`src/rtl/zero_count_norm.sv`:
```
// Leading-zero counter and normalizer: reports the zeros above the top set bit
// and returns the word shifted so its MSB is 1. Optional single output register.
module zero_count_norm #(
  parameter int WIDTH      = 24,
  parameter int WIDTHR     = 5,
  parameter int REGISTERED = 0
) (
  input  logic              clock,
  input  logic              reset,
  input  logic [WIDTH-1:0]  data,
  output logic [WIDTHR-1:0] distance,
  output logic [WIDTH-1:0]  result
);

  if ((2 ** WIDTHR) <= WIDTH) begin : g_bad_widthr
    $error("zero_count_norm: 2**WIDTHR must exceed WIDTH");
  end

  logic [WIDTHR-1:0] dcnt;
  logic [WIDTHR-1:0] dist_c;
  logic [WIDTH-1:0]  res_c;
  logic              zero;

  // Stage k consumes the word from stage k+1; the top stage takes data directly.
  for (genvar k = 0; k < WIDTHR; k++) begin : g_stage
    localparam int S = 1 << k;
    localparam int T = (S < WIDTH) ? S : WIDTH;
    logic [WIDTH-1:0] win;
    logic [WIDTH-1:0] wout;
    logic             hit;

    if (k == WIDTHR-1) begin : g_top
      assign win = data;
    end else begin : g_mid
      assign win = g_stage[k+1].wout;
    end

    assign hit     = ~|win[WIDTH-1 -: T];
    assign dcnt[k] = hit;

    if (S < WIDTH) begin : g_sh
      assign wout = hit ? (win << S) : win;
    end else begin : g_clr
      assign wout = hit ? '0 : win;
    end
  end

  // All-zero input would otherwise report 2**WIDTHR-1.
  assign zero   = ~|data;
  assign dist_c = zero ? WIDTHR'(WIDTH) : dcnt;
  assign res_c  = g_stage[0].wout;

  if (REGISTERED != 0) begin : g_reg
    always_ff @(posedge clock) begin
      if (reset) begin
        distance <= '0;
        result   <= '0;
      end else begin
        distance <= dist_c;
        result   <= res_c;
      end
    end
  end else begin : g_comb
    logic unused_clk_rst;
    assign unused_clk_rst = clock ^ reset;
    assign distance = dist_c;
    assign result   = res_c;
  end

endmodule

```
`config.mk`:
```
export PLATFORM = sky130hd
export DESIGN_NAME = zero_count_norm
export DESIGN_NICKNAME = d
export VERILOG_FILES = /design/src/rtl/zero_count_norm.sv
export SDC_FILE = /design/constraint.sdc
export NUM_CORES = 1
export LEC_CHECK = 0
export ABC_AREA = 1
export ABC_CLOCK_PERIOD_IN_PS = 4450
export CORE_UTILIZATION = 30
export DETAILED_ROUTE_END_ITERATION = 10
export PLACE_DENSITY = 0.59
export SLEW_MARGIN = 10
export SYNTH_ARGS = -nofsm -noshare
export SYNTH_HDL_FRONTEND = slang
export SYNTH_SLANG_ARGS = --single-unit
export TNS_END_PERCENT = 1
```
`constraint.sdc`:
```
create_clock -name vclk -period 4.45
set_input_delay 1.335 -clock vclk [all_inputs]
set_output_delay 1.335 -clock vclk [all_outputs]
set_load 0.05 [all_outputs]
```
After elaboration in Yosys (flattened, before gate mapping):

Cells that the tools add are included.

* reduce and logical (&&, ||, !) cells: 10
* mux-type cells: 6

Operators by type and width (number)
* 24-bit two-way mux: 5
* 24-bit OR reduction: 1
* 16-bit OR reduction: 1
* 8-bit OR reduction: 1
* 1-bit zero test: 5
* 5-bit two-way mux: 1
* 4-bit OR reduction: 1
* 2-bit OR reduction: 1

* logic and storage cells: 16
* input port bits: 26
* register bits after elaboration: 0

Logic depth before layout (Yosys ltp):

Gate-level depths: netlist of run 1.

* depth in word-level cells: 10
* gate-level depth with buffers: 20
* gate-level depth less buffers: 19

Least setup slack after synthesis of run 1:

Ideal clock, no wire load.

* kind: input-to-output
* start: input data[15]
* end: output result[1]
* stages: 17
* data arrival time: 3.885 ns
* slack: -0.770 ns
* path buffers: 0
* path through: nor2_1 -> nand2_1 -> nor2_4 -> nand2_2 -> nand2_1 -> nand2_1 -> nand2_1 -> nor2_2 -> nand3_1 -> nand2_1 -> nor2_1 -> nand3_1 -> nand2_2 -> inv_2 -> nand2_2 -> nand2_2 -> o21ai_0

* longest elaborated chain between the ends: 9

Ends and longest elaborated chain
* start, declared: line 10 `input logic [WIDTH-1:0] data,`
* 16-bit OR reduction: line 38 `assign hit = ~|win[WIDTH-1 -: T];`
* 24-bit two-way mux (*): line 42 `assign wout = hit ? (win << S) : win;`
* 8-bit OR reduction: line 38
* 24-bit two-way mux (*): line 42
* 4-bit OR reduction: line 38
* 24-bit two-way mux (*): line 42
* 2-bit OR reduction: line 38
* 24-bit two-way mux (*) (2 in a row): line 42
* end, declared: line 12 `output logic [WIDTH-1:0] result`

Mark *: on every way between the ends. The rest lies on a longest branch, timed or not.

Worst setup path after layout of run 1:

* start: input data[11]
* end: output result[3]

The elaborated chain is that of the path after synthesis.

==> impl_metrics.py, run 1 <==
metrics = {
    "detailed_routing": {
        "drtAntennaViolNets": 0,
        "wl_per_cell_um": 9.92,
        "wirelength_mm": 5.54,
        "vias_per_cell": 4.51,
        "num_vias": 2516,
        "drt_pass1_iterations": 4,
        "drc": 0,
        "drt_iter0_drc": 85,
    },
    "die": {
        "die_x_um": 76.8,
        "pin_count": 55,
        "start_util_pct": 32.0,
        "die_area_um2": 5900,
        "die_h_um": 76.8,
        "core_area_um2": 5240,
        "rows": 26,
    },
    "sta": {
        "tightestPinTransition_ns": 0.326,
        "timing.fmax_mhz": 185,
        "hold_slack_ns": 3.69,
        "fin_ws_ns": -0.951,
        "post-route-period-util_pct": 121,
        "rsz0062_at_grt": "true",
        "min_period_ns": 5.40,
        "setup_violations": 28,
        "slew_headroom_pct": 78.1,
        "finalHoldViolations": 0,
        "slew_violations": 0,
    },
    "critical_path": {
        "critPathSlowestCell": "clkdlybuf4s50_1",
        "cp_common_cell": "nand2_1",
        "worstPathCellList": "clkdlybuf4s50_1 > nor2_1 > nand2_1 > nor2_4 > nand2_4 > nand2_1 > nand2_1 > nand2_1 > nor2_4 > nand3_1 > nand2_1 > nor2_2 > nand2_4 > buf_12 > inv_1 > nor2_2 > buf_4 > inv_1 > nand2_1 > nand3_1 > nand2_2 > buf_12",
        "crit_fanout": 15,
        "critPathLaunchType": "primary input",
        "end_kind": "output pin",
        "path_class": "in -> out",
        "critPathRequiredTime_ns": 3.12,
        "cp.arrival_ns": 4.07,
        "slowest_delay_ns": 0.42,
    },
    "synthesis": {
        "post_synth_num_cell_types": 17,
        "ys_seq_area_share_pct": 0,
        "netlist_top_cells_area": "nand2_1, inv_1, nand3_1",
        "ys_warn_count": 0,
        "synth.largest_area_cell": "nand2_1",
        "netlist_area_um2": 1680,
        "syn-num-nets": 422,
        "yosys.area.top_type_share_pct": 40.3,
        "syn_area_per_cell_um2": 4.24,
        "syn_inst": 396,
    },
    "global_route": {
        "grt_max_degree": 40,
        "antenna_found_initial": 0,
        "globalRouteTotalUtil_pct": 19.1,
        "grt_pass1_wl_mm": 9.82,
        "grt_overflow": 0,
        "first_global_vias": 2370,
    },
    "final_layout": {
        "diodes": 0,
        "drive_gt1_share_pct": 30.9,
        "seq_cells": 0,
        "final_cell_mix": "nand2_1, inv_1, buf_4",
        "multi_input_area_um2": 1580,
        "fill_cells": 521,
        "finish.instance_area_um2": 3230,
        "mostFrequentLayoutCell": "nand2_1",
        "fin_nets": 516,
        "clkbuf_count": 0,
        "regArea_um2": 0,
        "area_delta_synth_final_pct": 92.6,
    },
    "power": {
        "power.share.sequential_pct": 0,
        "p_sw_uw": 266,
        "p_per_area_nw_per_um2": 151,
        "p_int_uw": 222,
        "power_uw": 488,
        "peakVddDrop_mv": 0.112,
        "swShare_pct": 54.5,
        "p_leak_uw": 0.00182,
        "combPwrFrac_pct": 100.0,
        "pwr-share-clk_pct": 0,
    },
    "run_status": {
        "status": "finished with violations",
        "violations": "setup timing",
    },
    "clocking": {
        "postCtsHoldBufs": 0,
        "cts_setup_buffers": 0,
    },
    "placement": {
        "placed_area_um2": 3080,
        "dp_hpwl_mm": 4.51,
        "gp_congestion": 0.842,
        "port_buffers": 53,
    },
    "run": {
        "maxCapViolations": 0,
    },
    "hold_path": {
        "hold_path_class": "in -> out",
    },
}
[synthesized netlist by cell type, drive strengths merged]
library cell,instances
clkbuf,5
nor2,38
nand4,1
clkinv,1
inv,67
nand3,32
o21bai,1
nand2,187
buf,14
o21ai,50
[layout make-up]
cell class / instances / share of cell area (%)
Tap cell: 70 / 2.71
Timing Repair Buffer: 111 / 40.4
Multi-Input combinational cell: 309 / 49.0
Inverter: 68 / 7.90
[routing by layer]
metal	routed length [um]	vias to the layer above	global-route usage (%)
li1	-	1382	-
met1	2590	1079	24.2
met2	2740	51	36.3
met3	165	4	0.476
met4	39	0	2.31
met5	0	-	0
[cell families (layout without fill, tap and decap cells)]
logic type | count (synthesis) | count (layout) | share of synthesized area [%]
AO/OA/AOI/OAI | 51 | 51 | 15.6
buffers and inverters | 87 | 179 | 21.8
AND/OR/NAND/NOR | 258 | 258 | 62.6
[power groups by stage]
stage / sequential (uW) / combinational [uW] / clock, uW
after floorplan: 0 / 263 / 0
after global placement: 0 / 471 / 0
after detailed placement: 0 / 474 / 0
after CTS: 0 / 480 / 0
after global routing: 0 / 524 / 0
final: 0 / 488 / 0
[worst max-delay path, delay by kind of cell]
kind | cells | cell delay [ns]
AND/OR/NAND/NOR | 16 | 1.66
buffers and inverters | 6 | 1.04
[worst paths after layout]
check	startpoint	endpoint	slack (ns)	cells after the start
max	data[11]	result[3]	-0.95	22
min	data[0]	result[0]	3.69	8
[what timing repair did]
item	CTS	global route
gates cloned	0	2
setup endpoints to repair	28	28
pin swaps	1	2
resized for setup	20	13
[per-stage QoR]
step	setup slack (ns)	TNS [ns]	cells	utilization (%)
finish	-0.951	-25.18	558	61.7
global route	-1.20	-31.86	558	61.7
CTS	-0.911	-23.84	556	59.8
detailed placement	-0.965	-24.87	556	58.8
global placement	-0.942	-24.02	556	58.8
floorplan	-0.175	-3.49	396	-
(Power assumes the default switching activity.)
==> run 2, diff against run 1 <==
--- a/config.mk
+++ b/config.mk
@@ -7,9 +7,11 @@
 export LEC_CHECK = 0
 export ABC_AREA = 1
 export ABC_CLOCK_PERIOD_IN_PS = 4450
+export CORE_MARGIN = 2
 export CORE_UTILIZATION = 30
 export DETAILED_ROUTE_END_ITERATION = 10
 export PLACE_DENSITY = 0.59
+export REMOVE_ABC_BUFFERS = 1
 export SLEW_MARGIN = 10
 export SYNTH_ARGS = -nofsm -noshare
 export SYNTH_HDL_FRONTEND = slang
==> impl_metrics.py, run 2 (synthesis gave the netlist of run 1 again) <==
metrics = {
    "detailed_routing": {
        "num_vias": 2615,
        "wl_per_cell_um": 10.7,
        "drt_iter0_drc": 130,
        "wirelength_mm": 6.03,
        "drtAntennaViolNets": 0,
        "drt_pass1_iterations": 4,
        "vias_per_cell": 4.64,
        "drc": 0,
    },
    "die": {
        "pin_count": 55,
        "die_area_um2": 6210,
        "start_util_pct": 30.8,
        "core_area_um2": 5440,
        "rows": 27,
        "die_h_um": 78.8,
        "die_x_um": 78.8,
    },
    "power": {
        "peakVddDrop_mv": 0.104,
        "p_int_uw": 218,
        "swShare_pct": 54.1,
        "combPwrFrac_pct": 100.0,
        "power.share.sequential_pct": 0,
        "p_sw_uw": 257,
        "p_leak_uw": 0.00183,
        "p_per_area_nw_per_um2": 149,
        "pwr-share-clk_pct": 0,
    },
    "run": {
        "maxCapViolations": 0,
    },
    "sta": {
        "rsz0062_at_grt": "true",
        "timing.fmax_mhz": 184,
        "setup_violations": 28,
        "slew_headroom_pct": 77.2,
        "hold_slack_ns": 3.81,
        "post-route-period-util_pct": 122,
        "tightestPinTransition_ns": 0.338,
        "fin_ws_ns": -0.998,
        "finalHoldViolations": 0,
        "min_period_ns": 5.45,
        "slew_violations": 0,
    },
    "final_layout": {
        "fin_nets": 519,
        "seq_cells": 0,
        "regArea_um2": 0,
        "area_delta_synth_final_pct": 90.2,
        "drive_gt1_share_pct": 28.3,
        "mostFrequentLayoutCell": "nand2_1",
        "clkbuf_count": 0,
        "final_cell_mix": "nand2_1, inv_1, buf_4",
        "post-route-util_pct": 58.7,
        "diodes": 0,
        "fin_cells": 563,
    },
    "critical_path": {
        "critPathRequiredTime_ns": 3.12,
        "crit_fanout": 22,
        "critPathLaunchType": "primary input",
        "path_class": "in -> out",
        "end_kind": "output pin",
        "cp.arrival_ns": 4.11,
    },
    "hold_path": {
        "min_from": "data[0]",
        "hold_path_end": "result[0]",
        "hold_path_class": "in -> out",
        "hold_depth": 10,
    },
    "placement": {
        "dp_hpwl_mm": 4.37,
        "dp_cells": 560,
        "port_buffers": 53,
        "gp_congestion": 0.912,
    },
    "global_route": {
        "first_global_vias": 2412,
        "globalRouteTotalUtil_pct": 18.4,
        "grt_max_degree": 33,
        "grt_overflow": 0,
        "antenna_found_initial": 0,
        "grt_pass1_wl_mm": 10.0,
    },
    "clocking": {
        "cts_setup_buffers": 0,
        "postCtsHoldBufs": 0,
    },
    "run_status": {
        "status": "finished with violations",
        "violations": "setup timing",
    },
}
-- run 2: cell count changes in the layout (fill, tap and decap cells not counted), sizes merged --
cell    before  now
buf         85   87
clkbuf       2    3
-- run 2: repair_timing --
action                                  4_1_cts  5_1_grt
endpoints found under the setup margin       28       28
gates resized for setup                      14       37
endpoints found under the hold margin         0        0
pin swaps                                     1        5
cloned                                        0        3
-- run 2: worst max-delay path by stage --
stage,start,to,slack (ns),cells past startpoint
finish,data[11],result[1],-1.0,18
global route,data[18],result[3],-1.21,21
CTS,data[11],result[1],-0.95,19
detailed placement,data[15],result[5],-1.01,20
global placement,data[15],result[1],-1.00,19
floorplan,data[15],result[2],-1.42,17
-- run 2: power by group through the flow --
stage               Combinational (uW)  Sequential [uW]  Clock (uW)
finish                             475                0           0
global route                       510                0           0
CTS                                451                0           0
detailed placement                 446                0           0
global placement                   445                0           0
floorplan                          221                0           0
-- run 2: worst max-delay path, cell delays in order --
cell	delay (ns)
clkdlybuf4s50_1	0.44
nor2_1	0.12
nand2_1	0.09
nor2_4	0.23
nand3_1	0.11
nand2_1	0.11
nand2_1	0.09
nor2_4	0.16
nand2_2	0.13
o21ai_2	0.18
nand3_1	0.12
nand2_2	0.17
inv_2	0.09
nand2_2	0.16
buf_12	0.18
o21ai_0	0.10
buf_4	0.14
buf_12	0.14
-- run 2: cell type report --
type / count / area (um^2)
fillers: 516 / 2250
inverters: 68 / 258
multi-input cells: 309 / 1450
repair buffers: 114 / 1400
well taps: 72 / 90.1
-- run 2: per-layer routing --
metal | routed length (um) | vias up | track usage (%)
met5 | 0 | - | 0
met4 | 74 | 0 | 0.877
met1 | 2490 | 1148 | 23.4
met2 | 3170 | 71 | 35.6
li1 | - | 1387 | -
met3 | 299 | 9 | 1.14
-- run 2: metrics by stage --
step	area (um^2)	setup TNS, ns	power (uW)	worst slack [ns]
detailed placement	2980	-26.35	446	-1.01
global route	3190	-31.65	510	-1.21
CTS	3020	-24.44	451	-0.952
finish	3190	-25.71	475	-0.998
global placement	2980	-25.69	445	-1.00
floorplan	1570	-35.16	221	-1.42
